$ cat config.mk
export PLATFORM = sky130hd
export DESIGN_NAME = cordic_sweep_src
export DESIGN_NICKNAME = d
export VERILOG_FILES = /design/src/rtl/cordic_sweep_src.sv
export SDC_FILE = /design/constraint.sdc
export NUM_CORES = 1
export LEC_CHECK = 0
export CAP_MARGIN = 20
export CORE_ASPECT_RATIO = 0.6
export CORE_MARGIN = 2
export CORE_UTILIZATION = 40
export DETAILED_ROUTE_END_ITERATION = 7
export PLACE_DENSITY = 0.7
export REMOVE_ABC_BUFFERS = 1
export SETUP_SLACK_MARGIN = 0.3
export SKIP_CTS_REPAIR_TIMING = 1
export SYNTH_ARGS = -nofsm -noshare
export SYNTH_HDL_FRONTEND = slang
export SYNTH_SLANG_ARGS = --single-unit
$ cat constraint.sdc
create_clock -name clk -period 10.4 [get_ports clk]
set_input_delay 2.08 -clock clk [delete_from_list [all_inputs] [get_ports clk]]
set_output_delay 2.08 -clock clk [all_outputs]
set_load 0.05 [all_outputs]
$ cat src/rtl/cordic_sweep_src.sv
// Stepped-frequency phase source for a rotation-mode CORDIC.
// It emits one sample per clock during a sweep: x_in = AMPL, y_in = 0 and
// angle = accumulated phase plus an offset. out_valid lines up with the
// CORDIC outputs LAT clocks after each sample.
module cordic_sweep_src #(
    parameter logic signed [15:0] AMPL = 16'sd19800,
    parameter int unsigned        LAT  = 16
) (
    input  logic               clk,
    input  logic               rst,
    input  logic [31:0]        cfg_start_fw,
    input  logic [31:0]        cfg_stop_fw,
    input  logic [31:0]        cfg_step,
    input  logic [15:0]        cfg_dwell,
    input  logic [31:0]        cfg_phase_off,
    input  logic               start,
    input  logic               abort,
    output logic signed [15:0] x_in,
    output logic signed [15:0] y_in,
    output logic signed [31:0] angle,
    output logic               in_valid,
    output logic               out_valid,
    output logic [31:0]        fw_cur,
    output logic               busy,
    output logic               done
);

    typedef enum logic [1:0] {StIdle, StSweep, StFlush} state_e;

    // Wide enough to count 0..LAT during the flush.
    localparam int unsigned FlW = $clog2(LAT + 1);

    state_e             state_q;
    logic [31:0]        stop_q;
    logic [31:0]        step_q;
    logic [15:0]        dwell_q;
    logic [31:0]        off_q;
    logic [31:0]        acc_q;
    logic [31:0]        fw_q;
    logic [15:0]        cnt_q;
    logic [FlW-1:0]     fl_q;
    logic signed [31:0] angle_q;
    logic signed [15:0] x_in_q;
    logic signed [15:0] y_in_q;
    logic [31:0]        fw_cur_q;
    logic               in_valid_q;
    logic               done_q;
    logic [LAT-1:0]     vdl_q;
    logic [LAT-1:0]     vdl_d;

    logic [32:0]        next_fw;
    logic               dwell_last;
    logic               sweep_end;

    // Frequency step decision, evaluated at the last sample of each dwell
    always_comb begin
        next_fw    = {1'b0, fw_q} + {1'b0, step_q};
        dwell_last = (cnt_q == dwell_q - 16'd1);
        // A carry out of bit 31 would alias to a low frequency, so it ends the sweep.
        sweep_end  = (step_q == 32'd0) || (next_fw > {1'b0, stop_q}) || next_fw[32];
    end

    // Sweep FSM with registered sample outputs
    always_ff @(posedge clk or posedge rst) begin
        if (rst) begin
            state_q    <= StIdle;
            stop_q     <= '0;
            step_q     <= '0;
            dwell_q    <= '0;
            off_q      <= '0;
            acc_q      <= '0;
            fw_q       <= '0;
            cnt_q      <= '0;
            fl_q       <= '0;
            angle_q    <= '0;
            x_in_q     <= '0;
            y_in_q     <= '0;
            fw_cur_q   <= '0;
            in_valid_q <= 1'b0;
            done_q     <= 1'b0;
        end else begin
            done_q <= 1'b0;
            if (abort) begin
                // Abort wins over start and over a pending done.
                state_q    <= StIdle;
                in_valid_q <= 1'b0;
                x_in_q     <= '0;
                y_in_q     <= '0;
            end else begin
                unique case (state_q)
                    StIdle: begin
                        if (start) begin
                            stop_q  <= cfg_stop_fw;
                            step_q  <= cfg_step;
                            dwell_q <= (cfg_dwell == 16'd0) ? 16'd1 : cfg_dwell;
                            off_q   <= cfg_phase_off;
                            acc_q   <= '0;
                            fw_q    <= cfg_start_fw;
                            cnt_q   <= '0;
                            state_q <= StSweep;
                        end
                    end
                    StSweep: begin
                        angle_q    <= acc_q + off_q;
                        acc_q      <= acc_q + fw_q;
                        fw_cur_q   <= fw_q;
                        x_in_q     <= AMPL;
                        y_in_q     <= '0;
                        in_valid_q <= 1'b1;
                        if (dwell_last) begin
                            cnt_q <= '0;
                            if (sweep_end) begin
                                state_q <= StFlush;
                                fl_q    <= '0;
                            end else begin
                                fw_q <= next_fw[31:0];
                            end
                        end else begin
                            cnt_q <= cnt_q + 16'd1;
                        end
                    end
                    StFlush: begin
                        // angle holds so the CORDIC input stays quiet.
                        in_valid_q <= 1'b0;
                        x_in_q     <= '0;
                        y_in_q     <= '0;
                        if (fl_q == FlW'(LAT)) begin
                            done_q  <= 1'b1;
                            state_q <= StIdle;
                        end else begin
                            fl_q <= fl_q + 1'b1;
                        end
                    end
                    default: state_q <= StIdle;
                endcase
            end
        end
    end

    // Valid delay line shift, matching the CORDIC pipeline depth
    always_comb begin
        vdl_d    = vdl_q << 1;
        vdl_d[0] = in_valid_q;
    end

    // Valid delay line register; abort empties it at once
    always_ff @(posedge clk or posedge rst) begin
        if (rst) begin
            vdl_q <= '0;
        end else if (abort) begin
            vdl_q <= '0;
        end else begin
            vdl_q <= vdl_d;
        end
    end

    assign x_in      = x_in_q;
    assign y_in      = y_in_q;
    assign angle     = angle_q;
    assign in_valid  = in_valid_q;
    assign out_valid = vdl_q[LAT-1];
    assign fw_cur    = fw_cur_q;
    assign busy      = (state_q != StIdle);
    assign done      = done_q;

endmodule

==> flow_summary.toml <==
[clock_tree]
cts_tree = "yes"
clkTransAtPathRegs_ns = 0.07
clk_root_buffer_cell = "clkbuf_16"
h-tree-depth = 1
insertion_delay_ns = 0.58
cts_buffers = 29
cts_sinks = 281
clockBufferDepth = 3

[flow_run]
maxCapViolCount = 0

[drt]
drt-total-wl_um = 49000
vias_per_cell = 5.40
drt_first_pass_iters = 6
drc = 0
wl_per_cell_um = 18.8
postRouteAntennaNets = 0
via_count = 14100
first_iter_violations = 1137

[yosys]
synth_area_um2 = 17300
yosys_warnings = 0
ys_top_cells_by_area = "dfrtp_1 (41%), ha_1 (9.4%), nand2_1 (5.7%)"
synthArstFlopShare = 1.00
yosys.area.top_type = "dfrtp_1"
synth_seq_cells = 281
synth-edff-count = 0
ys.flop_type = "dfrtp_1"
yosys.cell_types.count = 69
synthCells = 1821
synthDominantCellAreaShare = 0.407
syn_avg_cell_area_um2 = 9.48
seq_area_frac_synth = 0.407

[die]
dieArea_um2 = 44900
core_area_um2 = 42200
fp.dieH_um = 165
rows = 58
die_w_um = 272
ios = 248
floorplan.initialDensity = 0.409

[worst_setup_path]
rrSetupSlack_ns = 4.74
r2r_end = "fw_q[30]$_DFFE_PP0P_"
path_class = "reg -> reg"
worstRegToRegCells = 19
r2r-start = "fw_q[1]$_DFFE_PP0P_"
start_kind = "flip-flop"
cp.required_ns = 10.85
crit_arrival_ns = 6.12
end_kind = "flip-flop"
critPathMaxFanout = 23

[placement]
dp.cells = 2548
placed_cell_area_um2 = 19900
gp_congestion = 0.925
port-buffer-count = 222
dpl.hpwl_um = 37300

[timing]
worst_slew_pin_slew_ns = 1.06
slew_viol_final = 0
period_share = 0.544
rsz0062_at_grt = "false"
fin_crit_ns = 5.66
skew_ns = 0.0176
setup_tns_ns = 0
setup_viol = 0
hold_slack_ns = 0.464
max_freq_mhz = 177
hold_viol_final = 0
slew_headroom = 0.293

[power]
pwr-share-seq = 0.252
p_leak_uw = 0.00949
powerDensity_nw_per_um2 = 349
power_frac_comb = 0.599
switchingPower_uw = 3430
clockPowerShare = 0.150
sw_frac_of_total = 0.471
p_int_uw = 3860
ir_drop_mv = 0.157

[worst_hold_path]
hold_path.startpoint = "vdl_q[0]$_DFF_PP0_"
holdCritPathClass = "reg -> reg"
hold_end = "vdl_q[1]$_DFF_PP0_"
whs_path_depth = 1

[global_routing]
grt_pass1_vias = 13700
grt-ovfl-total = 0
grt_pass1_wl_um = 76400
antenna_found_initial = 0
grt_max_degree = 163
grtUsageTotal = 0.216

[finish]
fin_area_um2 = 20900
fillers = 3862
finish.utilization = 0.495
syn2layout_area_growth_pct = 21.1
final_cells = 2602
antenna_cells = 0
final_layout_size_suffix_gt1_frac = 0.0866
nNetsFinal = 2290

[run_status]
status = "finished, final reports clean"
## synth_stat cells, drive strengths merged (4+ instances only)
cell type	count
nand2	261
nor4	22
a22o	9
o2111ai	4
mux2	103
a2111oi	5
a211oi	16
dfrtp	281
xor2	38
a21oi	104
buf	46
nor2	66
mux2i	31
clkbuf	52
inv	91
o21bai	19
a211o	4
and3	11
ha	130
o21a	11
nand4	18
a21boi	4
or3	9
o31ai	5
a21o	46
xnor2	68
o21ai	170
or4	6
a31oi	5
nand2b	15
or2	5
o211ai	12
nor2b	29
nand3	34
a22oi	5
and2	7
nor3	26
and4	4
a41oi	4
## worst max path at each step
stage	start	end	slack, ns	depth (start not counted)
6_report	fw_q[1]$_DFFE_PP0P_	fw_q[30]$_DFFE_PP0P_	4.74	19
5_1_grt	fw_q[0]$_DFFE_PP0P_	fw_q[30]$_DFFE_PP0P_	4.28	20
4_1_cts	fw_q[1]$_DFFE_PP0P_	fw_q[30]$_DFFE_PP0P_	4.80	19
3_5_place_dp	fw_q[1]$_DFFE_PP0P_	fw_q[30]$_DFFE_PP0P_	4.83	19
3_3_place_gp	fw_q[1]$_DFFE_PP0P_	fw_q[30]$_DFFE_PP0P_	4.83	19
2_1_floorplan	rst	acc_q[0]$_DFFE_PP0P_	0.57	1
## placed cells by master (no fill, tap or decap), types with 6 or more instances in the layout
cell,netlist,final
dfrtp_1,281,281
nand2_1,261,261
clkdlybuf4s50_1,0,222
o21ai_0,167,166
ha_1,130,130
a21oi_1,104,104
inv_1,91,90
mux2_2,86,86
xnor2_1,68,68
nor2_1,66,64
a21o_1,46,46
xor2_1,38,38
nand3_1,34,34
mux2i_1,31,31
clkbuf_16,0,29
nor2b_1,29,28
nor3_1,26,26
conb_1,1,25
nor4_1,22,22
o21bai_1,19,19
nand4_1,18,18
mux2_4,17,17
a211oi_1,16,16
nand2b_1,15,14
o211ai_1,12,12
o21a_1,11,11
and3_1,11,11
or3_1,9,9
a22o_1,9,9
and2_1,7,7
buf_4,33,7
or4_1,6,6
clkinv_2,0,6
clkbuf_8,0,6
## stage by stage
stage	power [uW]	setup WS, ns
after detailed placement	6150	4.83
after CTS	7260	4.80
after global routing	7830	4.28
after global placement	6030	4.83
final	7300	4.74
after floorplan	4910	0.569
## sequential cells by signal (all words and copies together), names as in the netlist
register and cells:
acc_q 32, fl_q 5, x_in 1, cnt_q 16, done 1, state_q 2, step_q 32, vdl_q 16
fw_cur 32, dwell_q 16, fw_q 32, stop_q 32, off_q 32, angle 32
## cells by family after synthesis
logic type      share of synthesized area
simple gates                        0.139
compound gates                      0.163
flops                               0.407
buf+inv                            0.0498
mux                                0.0888
fa+ha+maj                          0.0977
xor+xnor                           0.0538
other cells                      0.000217
## worst max-delay path, cell delays in order (launching register included)
cell	delay, ns
dfrtp_1	0.48
ha_1	0.33
a211oi_1	0.34
o21ai_0	0.24
a32oi_1	0.27
o211ai_1	0.18
a211oi_1	0.49
o21ai_0	0.30
a41oi_1	0.34
o21bai_1	0.11
xnor2_1	0.13
ha_1	0.29
nand3_1	0.09
nor2_1	0.17
o41a_1	0.16
o22ai_1	0.08
and4b_1	0.23
o21ai_4	0.44
buf_4	0.47
mux2_2	0.39
## power by group through the flow
stage               combinational, uW  clock [uW]  sequential, uW
CTS                              4320        1110            1830
floorplan                        2750           0            2160
finish                           4370        1090            1840
global placement                 4200           0            1830
detailed placement               4290           0            1850
global route                     4790        1150            1890
## routing by layer
layer / up-vias / part of all wire / track usage
met5: - / 0 / 0
met4: 0 / 0.026 / 0.0579
met2: 454 / 0.43 / 0.333
met3: 84 / 0.060 / 0.0345
li1: 6786 / - / -
met1: 6738 / 0.48 / 0.315
## layout make-up
type / instances / area, um2 / area share
clock inverters: 14 / 161 / 0.00772
clock buffers: 40 / 827 / 0.0396
inverters: 91 / 349 / 0.0167
well taps: 570 / 713 / 0.0341
multi-input cells: 1375 / 9510 / 0.455
flip-flops and latches: 281 / 7030 / 0.336
repair buffers: 231 / 2310 / 0.111
(Power assumes the default switching activity.)
